`src/rtl/mem_request_arbiter.sv`:
```
// mem_request_arbiter: shares one byte-serial memory controller port between fetch, load and store.
// Optional fetch anti-starvation aging is compiled in when FETCH_AGE_EN is defined.
module mem_request_arbiter #(
    parameter int AGE_LIMIT = 4,
    parameter int AGE_CNT_W = 3
) (
    input  logic        clk_in,
    input  logic        rst_in,
    input  logic        flush_in,
    input  logic        if_req_in,
    input  logic [31:0] if_addr_in,
    output logic        if_done_out,
    output logic [31:0] if_data_out,
    input  logic        ld_req_in,
    input  logic [31:0] ld_addr_in,
    input  logic [2:0]  ld_width_in,
    output logic        ld_done_out,
    output logic [31:0] ld_data_out,
    input  logic        st_req_in,
    input  logic [31:0] st_addr_in,
    input  logic [2:0]  st_width_in,
    input  logic [31:0] st_data_in,
    output logic        st_done_out,
    output logic        mc_enable_out,
    output logic        mc_rw_out,
    output logic [2:0]  mc_width_out,
    output logic [31:0] mc_addr_out,
    output logic [31:0] mc_wdata_out,
    input  logic        mc_done_in,
    input  logic [31:0] mc_rdata_in
);

    localparam logic [2:0] S_IDLE    = 3'd0;
    localparam logic [2:0] S_BUSY_IF = 3'd1;
    localparam logic [2:0] S_BUSY_LD = 3'd2;
    localparam logic [2:0] S_BUSY_ST = 3'd3;
    localparam logic [2:0] S_DRAIN   = 3'd4;

    // The aging counter must be able to represent the limit it saturates at.
    if (AGE_LIMIT < 1 || AGE_LIMIT >= (1 << AGE_CNT_W)) begin : g_bad_age_cfg
        $error("mem_request_arbiter: AGE_CNT_W too narrow for AGE_LIMIT");
    end

    // Widths other than 1, 2 or 4 bytes are treated as a full word.
    function automatic logic [2:0] norm_width(input logic [2:0] width);
        case (width)
            3'b001, 3'b010, 3'b100: norm_width = width;
            default:                norm_width = 3'b100;
        endcase
    endfunction

    function automatic logic [31:0] byte_mask(input logic [2:0] width);
        case (width)
            3'b001:  byte_mask = 32'h0000_00FF;
            3'b010:  byte_mask = 32'h0000_FFFF;
            default: byte_mask = 32'hFFFF_FFFF;
        endcase
    endfunction

    logic [2:0]  state_r;
    logic        if_done_r, ld_done_r, st_done_r;
    logic [31:0] if_data_r, ld_data_r;
    logic        mc_enable_r, mc_rw_r;
    logic [2:0]  mc_width_r;
    logic [31:0] mc_addr_r, mc_wdata_r;

    logic        if_ok_s, fetch_forced_s;
    logic        grant_if_s, grant_ld_s, grant_st_s;
    logic [2:0]  ld_width_s, st_width_s;

    assign if_ok_s    = if_req_in & ~flush_in;
    assign ld_width_s = norm_width(ld_width_in);
    assign st_width_s = norm_width(st_width_in);

`ifdef FETCH_AGE_EN
    logic [AGE_CNT_W-1:0] age_cnt_r;

    // Count data grants that overtook a waiting fetch; saturate at the limit.
    always_ff @(posedge clk_in or negedge rst_in) begin
        if (!rst_in) begin
            age_cnt_r <= '0;
        end else if (!if_req_in || grant_if_s) begin
            age_cnt_r <= '0;
        end else if ((grant_ld_s || grant_st_s) && (age_cnt_r != AGE_CNT_W'(AGE_LIMIT))) begin
            age_cnt_r <= age_cnt_r + 1'b1;
        end else begin
            age_cnt_r <= age_cnt_r;
        end
    end

    assign fetch_forced_s = if_ok_s && (age_cnt_r >= AGE_CNT_W'(AGE_LIMIT));
`else
    assign fetch_forced_s = 1'b0;
`endif

    // Grant selection in IDLE: an aged fetch wins, otherwise store > load > fetch.
    always_comb begin
        grant_if_s = 1'b0;
        grant_ld_s = 1'b0;
        grant_st_s = 1'b0;
        if (state_r == S_IDLE) begin
            if (fetch_forced_s) begin
                grant_if_s = 1'b1;
            end else if (st_req_in) begin
                grant_st_s = 1'b1;
            end else if (ld_req_in) begin
                grant_ld_s = 1'b1;
            end else if (if_ok_s) begin
                grant_if_s = 1'b1;
            end else begin
                grant_if_s = 1'b0;
            end
        end else begin
            grant_if_s = 1'b0;
        end
    end

    // Transaction FSM: launch on grant, hold controller fields, retire on mc_done_in.
    always_ff @(posedge clk_in or negedge rst_in) begin
        if (!rst_in) begin
            state_r     <= S_IDLE;
            if_done_r   <= 1'b0;
            ld_done_r   <= 1'b0;
            st_done_r   <= 1'b0;
            if_data_r   <= 32'h0000_0000;
            ld_data_r   <= 32'h0000_0000;
            mc_enable_r <= 1'b0;
            mc_rw_r     <= 1'b0;
            mc_width_r  <= 3'b000;
            mc_addr_r   <= 32'h0000_0000;
            mc_wdata_r  <= 32'h0000_0000;
        end else begin
            if_done_r <= 1'b0;
            ld_done_r <= 1'b0;
            st_done_r <= 1'b0;
            case (state_r)
                S_IDLE: begin
                    if (grant_st_s) begin
                        mc_enable_r <= 1'b1;
                        mc_rw_r     <= 1'b1;
                        mc_width_r  <= st_width_s;
                        mc_addr_r   <= st_addr_in;
                        mc_wdata_r  <= st_data_in & byte_mask(st_width_s);
                        state_r     <= S_BUSY_ST;
                    end else if (grant_ld_s) begin
                        mc_enable_r <= 1'b1;
                        mc_rw_r     <= 1'b0;
                        mc_width_r  <= ld_width_s;
                        mc_addr_r   <= ld_addr_in;
                        mc_wdata_r  <= 32'h0000_0000;
                        state_r     <= S_BUSY_LD;
                    end else if (grant_if_s) begin
                        mc_enable_r <= 1'b1;
                        mc_rw_r     <= 1'b0;
                        mc_width_r  <= 3'b100;
                        mc_addr_r   <= if_addr_in;
                        mc_wdata_r  <= 32'h0000_0000;
                        state_r     <= S_BUSY_IF;
                    end else begin
                        state_r <= S_IDLE;
                    end
                end
                S_BUSY_IF: begin
                    if (mc_done_in) begin
                        mc_enable_r <= 1'b0;
                        state_r     <= S_IDLE;
                        if (!flush_in) begin
                            if_done_r <= 1'b1;
                            if_data_r <= mc_rdata_in;
                        end else begin
                            if_done_r <= 1'b0;
                        end
                    end else if (flush_in) begin
                        state_r <= S_DRAIN;
                    end else begin
                        state_r <= S_BUSY_IF;
                    end
                end
                S_BUSY_LD: begin
                    if (mc_done_in) begin
                        mc_enable_r <= 1'b0;
                        ld_done_r   <= 1'b1;
                        ld_data_r   <= mc_rdata_in & byte_mask(mc_width_r);
                        state_r     <= S_IDLE;
                    end else begin
                        state_r <= S_BUSY_LD;
                    end
                end
                S_BUSY_ST: begin
                    if (mc_done_in) begin
                        mc_enable_r <= 1'b0;
                        st_done_r   <= 1'b1;
                        state_r     <= S_IDLE;
                    end else begin
                        state_r <= S_BUSY_ST;
                    end
                end
                S_DRAIN: begin
                    if (mc_done_in) begin
                        mc_enable_r <= 1'b0;
                        state_r     <= S_IDLE;
                    end else begin
                        state_r <= S_DRAIN;
                    end
                end
                default: begin
                    mc_enable_r <= 1'b0;
                    state_r     <= S_IDLE;
                end
            endcase
        end
    end

    assign if_done_out   = if_done_r;
    assign if_data_out   = if_data_r;
    assign ld_done_out   = ld_done_r;
    assign ld_data_out   = ld_data_r;
    assign st_done_out   = st_done_r;
    assign mc_enable_out = mc_enable_r;
    assign mc_rw_out     = mc_rw_r;
    assign mc_width_out  = mc_width_r;
    assign mc_addr_out   = mc_addr_r;
    assign mc_wdata_out  = mc_wdata_r;

endmodule

```
`config.mk`:
```
export PLATFORM = sky130hd
export DESIGN_NAME = mem_request_arbiter
export DESIGN_NICKNAME = d
export VERILOG_FILES = /design/src/rtl/mem_request_arbiter.sv
export SDC_FILE = /design/constraint.sdc
export NUM_CORES = 1
export LEC_CHECK = 0
export BUFFER_PORTS_ARGS = -buffer_cell sky130_fd_sc_hd__buf_2
export CORE_AREA = 2 2 121 123
export DETAILED_ROUTE_END_ITERATION = 16
export DIE_AREA = 0 0 123 125
export PLACE_DENSITY = 0.73
export SYNTH_ARGS = -nofsm -noshare
export SYNTH_HDL_FRONTEND = slang
export SYNTH_SLANG_ARGS = --single-unit
```
`constraint.sdc`:
```
create_clock -name clk_in -period 2 [get_ports clk_in]
set_input_delay 0.1 -clock clk_in [delete_from_list [all_inputs] [get_ports clk_in]]
set_output_delay 0.1 -clock clk_in [all_outputs]
set_load 0.02 [all_outputs]
```
==> results by group <==
Final layout
  • Area growth syn-to-layout: 54.0%
  • Fillers: 1,110
  • Share of post-route cells with drive strength above 1: 50.0%
  • Layout Nets: ~990

Clock tree
  • Clock Latency Late Sink: approximately 0.42 ns
  • Clk root buf: clkbuf_16
  • Setup bufs post-CTS: 0
  • Sink Count: 139
  • Htree depth: 4
  • Clk buf depth: 2
  • CTS Buf Count: 17
  • CTS clk-pin slew, worst paths: roughly 0.06 ns
  • CTS tree: built

Detailed routing
  • DR DRC count: 0
  • Final WL: around 19 mm
  • Vias per inst: around 5.6
  • Post-DR wirelength/cell: 19.2 microns
  • Antenna Violating Nets Remaining: 0
  • Initial DRC count: approximately 270
  • Vias: ~5,600
  • First-pass iteration count of the detailed router: 5

Hold path
  • Worst Hold Class: in2reg
  • Hold path start: st_addr_in[24]
  • Hold path endpoint: mc_addr_out[24]
  • Hold path depth: 3

Setup path
  • Crit-path cells: buf_4 -> or4b_1 -> buf_4 -> o221ai_1 -> a2bb2oi_1
  • R2R Setup Slk: between 0.15 and 0.2 ns
  • Crit-path max cell delay: about 0.5 ns
  • Critical Setup Path Class: reg2reg
  • Reg2reg end: mc_addr_out[4]
  • Largest fanout on the critical path: 32
  • Top cell by count, worst path: buf_4
  • Crit path max-delay family: simple AND/OR/NAND/NOR gates
  • Reg-to-Reg Start: state_r[1]
  • Startpoint types: flop
  • Worst path arrival time: about 2.1 ns
  • Critical path required time: roughly 2.3 ns
  • Worst path slowest cell: or4b_1
  • R2r worst-path depth: 5
  • CP bufs+invs: 2
  • CP Capture Type: flop

Yosys
  • #FFs+latches synth: between 100 and 150
  • Synth top area share: about three fifths
  • Commonest cells in the netlist: dfrtp_1 (139), a22o_1 (56), mux2_2 (41)
  • Post-Syn Nets: between 600 and 700
  • Mapped Cells: 430
  • Synthesis Warnings: 0
  • Main synth FF type: dfrtp_1
  • Async set-reset flop share out of synthesis: between 90% and 100%
  • Top post-synthesis cells by area: dfrtp_1 (59%), a22o_1 (8.4%), mux2_2 (7.9%)
  • EDFF count, synth: 0
  • Synth area leader: dfrtp_1
  • Count leader, synth: dfrtp_1
  • Sequential fraction of the synthesis area: 59.3%
  • Cell variety after synth: 37
  • Area of the mapped netlist: 5870 sq um
  • Syn Area/Cell: about 14 sq um

GRT
  • Vias in the first global route: 5,897
  • First-pass GRT wire length: around 30 mm
  • Total GRT Usage: between 20% and 30%
  • Largest net degree at the start of global routing: 51
  • Initial antenna violation count: 1
  • Total congestion overflow: 0

Status
  • Status: completed

Power and ir drop
  • Pleak: 4.46 nW
  • VDD IR-drop max: just over 800 uV
  • Pwr Density: approximately 1600 nW/um^2

STA
  • Slew of the pin with the lowest slew margin: about 0.55 ns
  • Worst hold slack: around 0.010 ns
  • Rel. slew slack: a little over three fifths
  • RSZ-0062 raised after global routing: no
  • PnR worst setup slack: 0.198 ns
  • Minimum clock period: ~1.8 ns
  • Tcrit/Tclk final: ~90%
  • Setup TNS: 0 ns
  • Final hold violations: 0
  • Setup Viol. Count Final: 0
  • Slew Viols, Final: 0
  • Maximum clock frequency: ~560 MHz
  • Final Skew: approximately 0.014 ns

Floorplan
  • IO Pins: slightly above 300
  • Die ar.: between 15,000 and 20,000 sq um
  • Core ar.: around 14,000 sq um
  • Starting Density: 41.3%
  • Die Y: 125 microns
  • Die W: about 120 microns
  • Core Rows: 44

Place
  • RePlAce Congestion: between 0.8 and 0.9
  • Port-buffer cells: between 300 and 400
  • Post-place setup slack: approximately 0.24 ns
  • Post-detail-place hpwl: between 10 and 15 mm

Job
  • Max cap viols: 0
==> worst max-delay path by stage <==
stage | start | to | slack [ns] | cells past startpoint
floorplan | state_r[2] | mc_wdata_out[12] | 0.27 | 7
global placement | state_r[2] | mc_addr_out[26] | 0.27 | 5
detailed placement | state_r[1] | mc_addr_out[4] | 0.24 | 5
CTS | state_r[2] | mc_addr_out[4] | 0.21 | 5
global route | state_r[1] | mc_addr_out[4] | 0.11 | 5
finish | state_r[1] | mc_addr_out[4] | 0.20 | 5
==> layer usage <==
| layer | vias up | GRT usage (%) | wire length (microns) |
|---|---|---|---|
| met5 | - | 0 | 0 |
| met3 | 43 | 6.07 | 1370 |
| met4 | 0 | 11.4 | 552 |
| met1 | 2804 | 29.1 | 7360 |
| met2 | 287 | 44.1 | 10200 |
| li1 | 2484 | - | - |
==> layout make-up <==
type | count | area (sq um) | share of cell area [%]
inverters | 9 | 33.8 | 0.374
clock buffers | 18 | 439 | 4.86
diodes | 1 | 2.50 | 0.0277
clock inverters | 14 | 170 | 1.88
multi-input cells | 235 | 2120 | 23.4
repair buffers | 411 | 2570 | 28.4
flip-flops and latches | 139 | 3480 | 38.5
well taps | 184 | 230 | 2.55
==> power by group <==
part | internal, mW | leakage (nW) | switching, mW
combinational | 2.78 | 2.48 | 3.80
clock | 1.99 | 0.288 | 1.22
sequential | 4.16 | 1.69 | 0.758
total | 8.93 | 4.46 | 5.78
==> cells in the final DEF, fill, tap and decap left out, types with 4 or more instances in the layout <==
cell / n
a221oi_1: 32
dfrtp_1: 139
clkbuf_16: 17
buf_4: 21
a22o_1: 56
o221ai_1: 32
dlygate4sd3_1: 78
mux2_2: 41
a2bb2oi_1: 32
buf_12: 4
inv_1: 9
buf_2: 307
clkinvlp_4: 4
==> flip-flops by register name, indices dropped and copies added (netlist names) <==
name,cells
if_data_out,32
if_done_out,1
ld_data_out,32
ld_done_out,1
mc_addr_out,32
mc_enable_out,1
mc_rw_out,1
mc_wdata_out,32
mc_width_out,3
st_done_out,1
state_r,3
==> per-stage QoR <==
stage	area [sq um]	power [mW]	util, %	std cells
after floorplan	5870	9.04	-	430
after CTS	9040	14.7	63.6	1010
after global placement	7650	11.1	53.8	900
after global routing	9040	15.5	63.6	1011
after detailed placement	7650	11.4	53.8	900
final	9040	14.7	63.6	1011
==> worst reg2reg max path: stages, from the launching register on <==
cell,delay [ns]
dfrtp_1,0.38
buf_4,0.17
or4b_1,0.51
buf_4,0.26
o221ai_1,0.26
a2bb2oi_1,0.10
==> kinds of logic (layout without fill, tap and decap cells) <==
group | Yosys count | after routing | share of synthesized area (%)
AO/OA/AOI/OAI | 165 | 165 | 24.3
XOR/XNOR | 3 | 3 | 0.448
adder cells (fa/ha/maj) | 1 | 1 | 0.171
buffers and inverters | 56 | 452 | 4.86
flip-flops | 139 | 139 | 59.3
multiplexers | 43 | 43 | 8.21
other | 0 | 1 | 0
AND/OR/NAND/NOR | 23 | 23 | 2.73
==> what timing repair did <==
item / in CTS / in global routing
hold buffers: 78 / 0
gates resized for setup: 0 / 0
hold endpoints to repair: 155 / 0
Note: power is estimated with default switching activity, not from simulation.
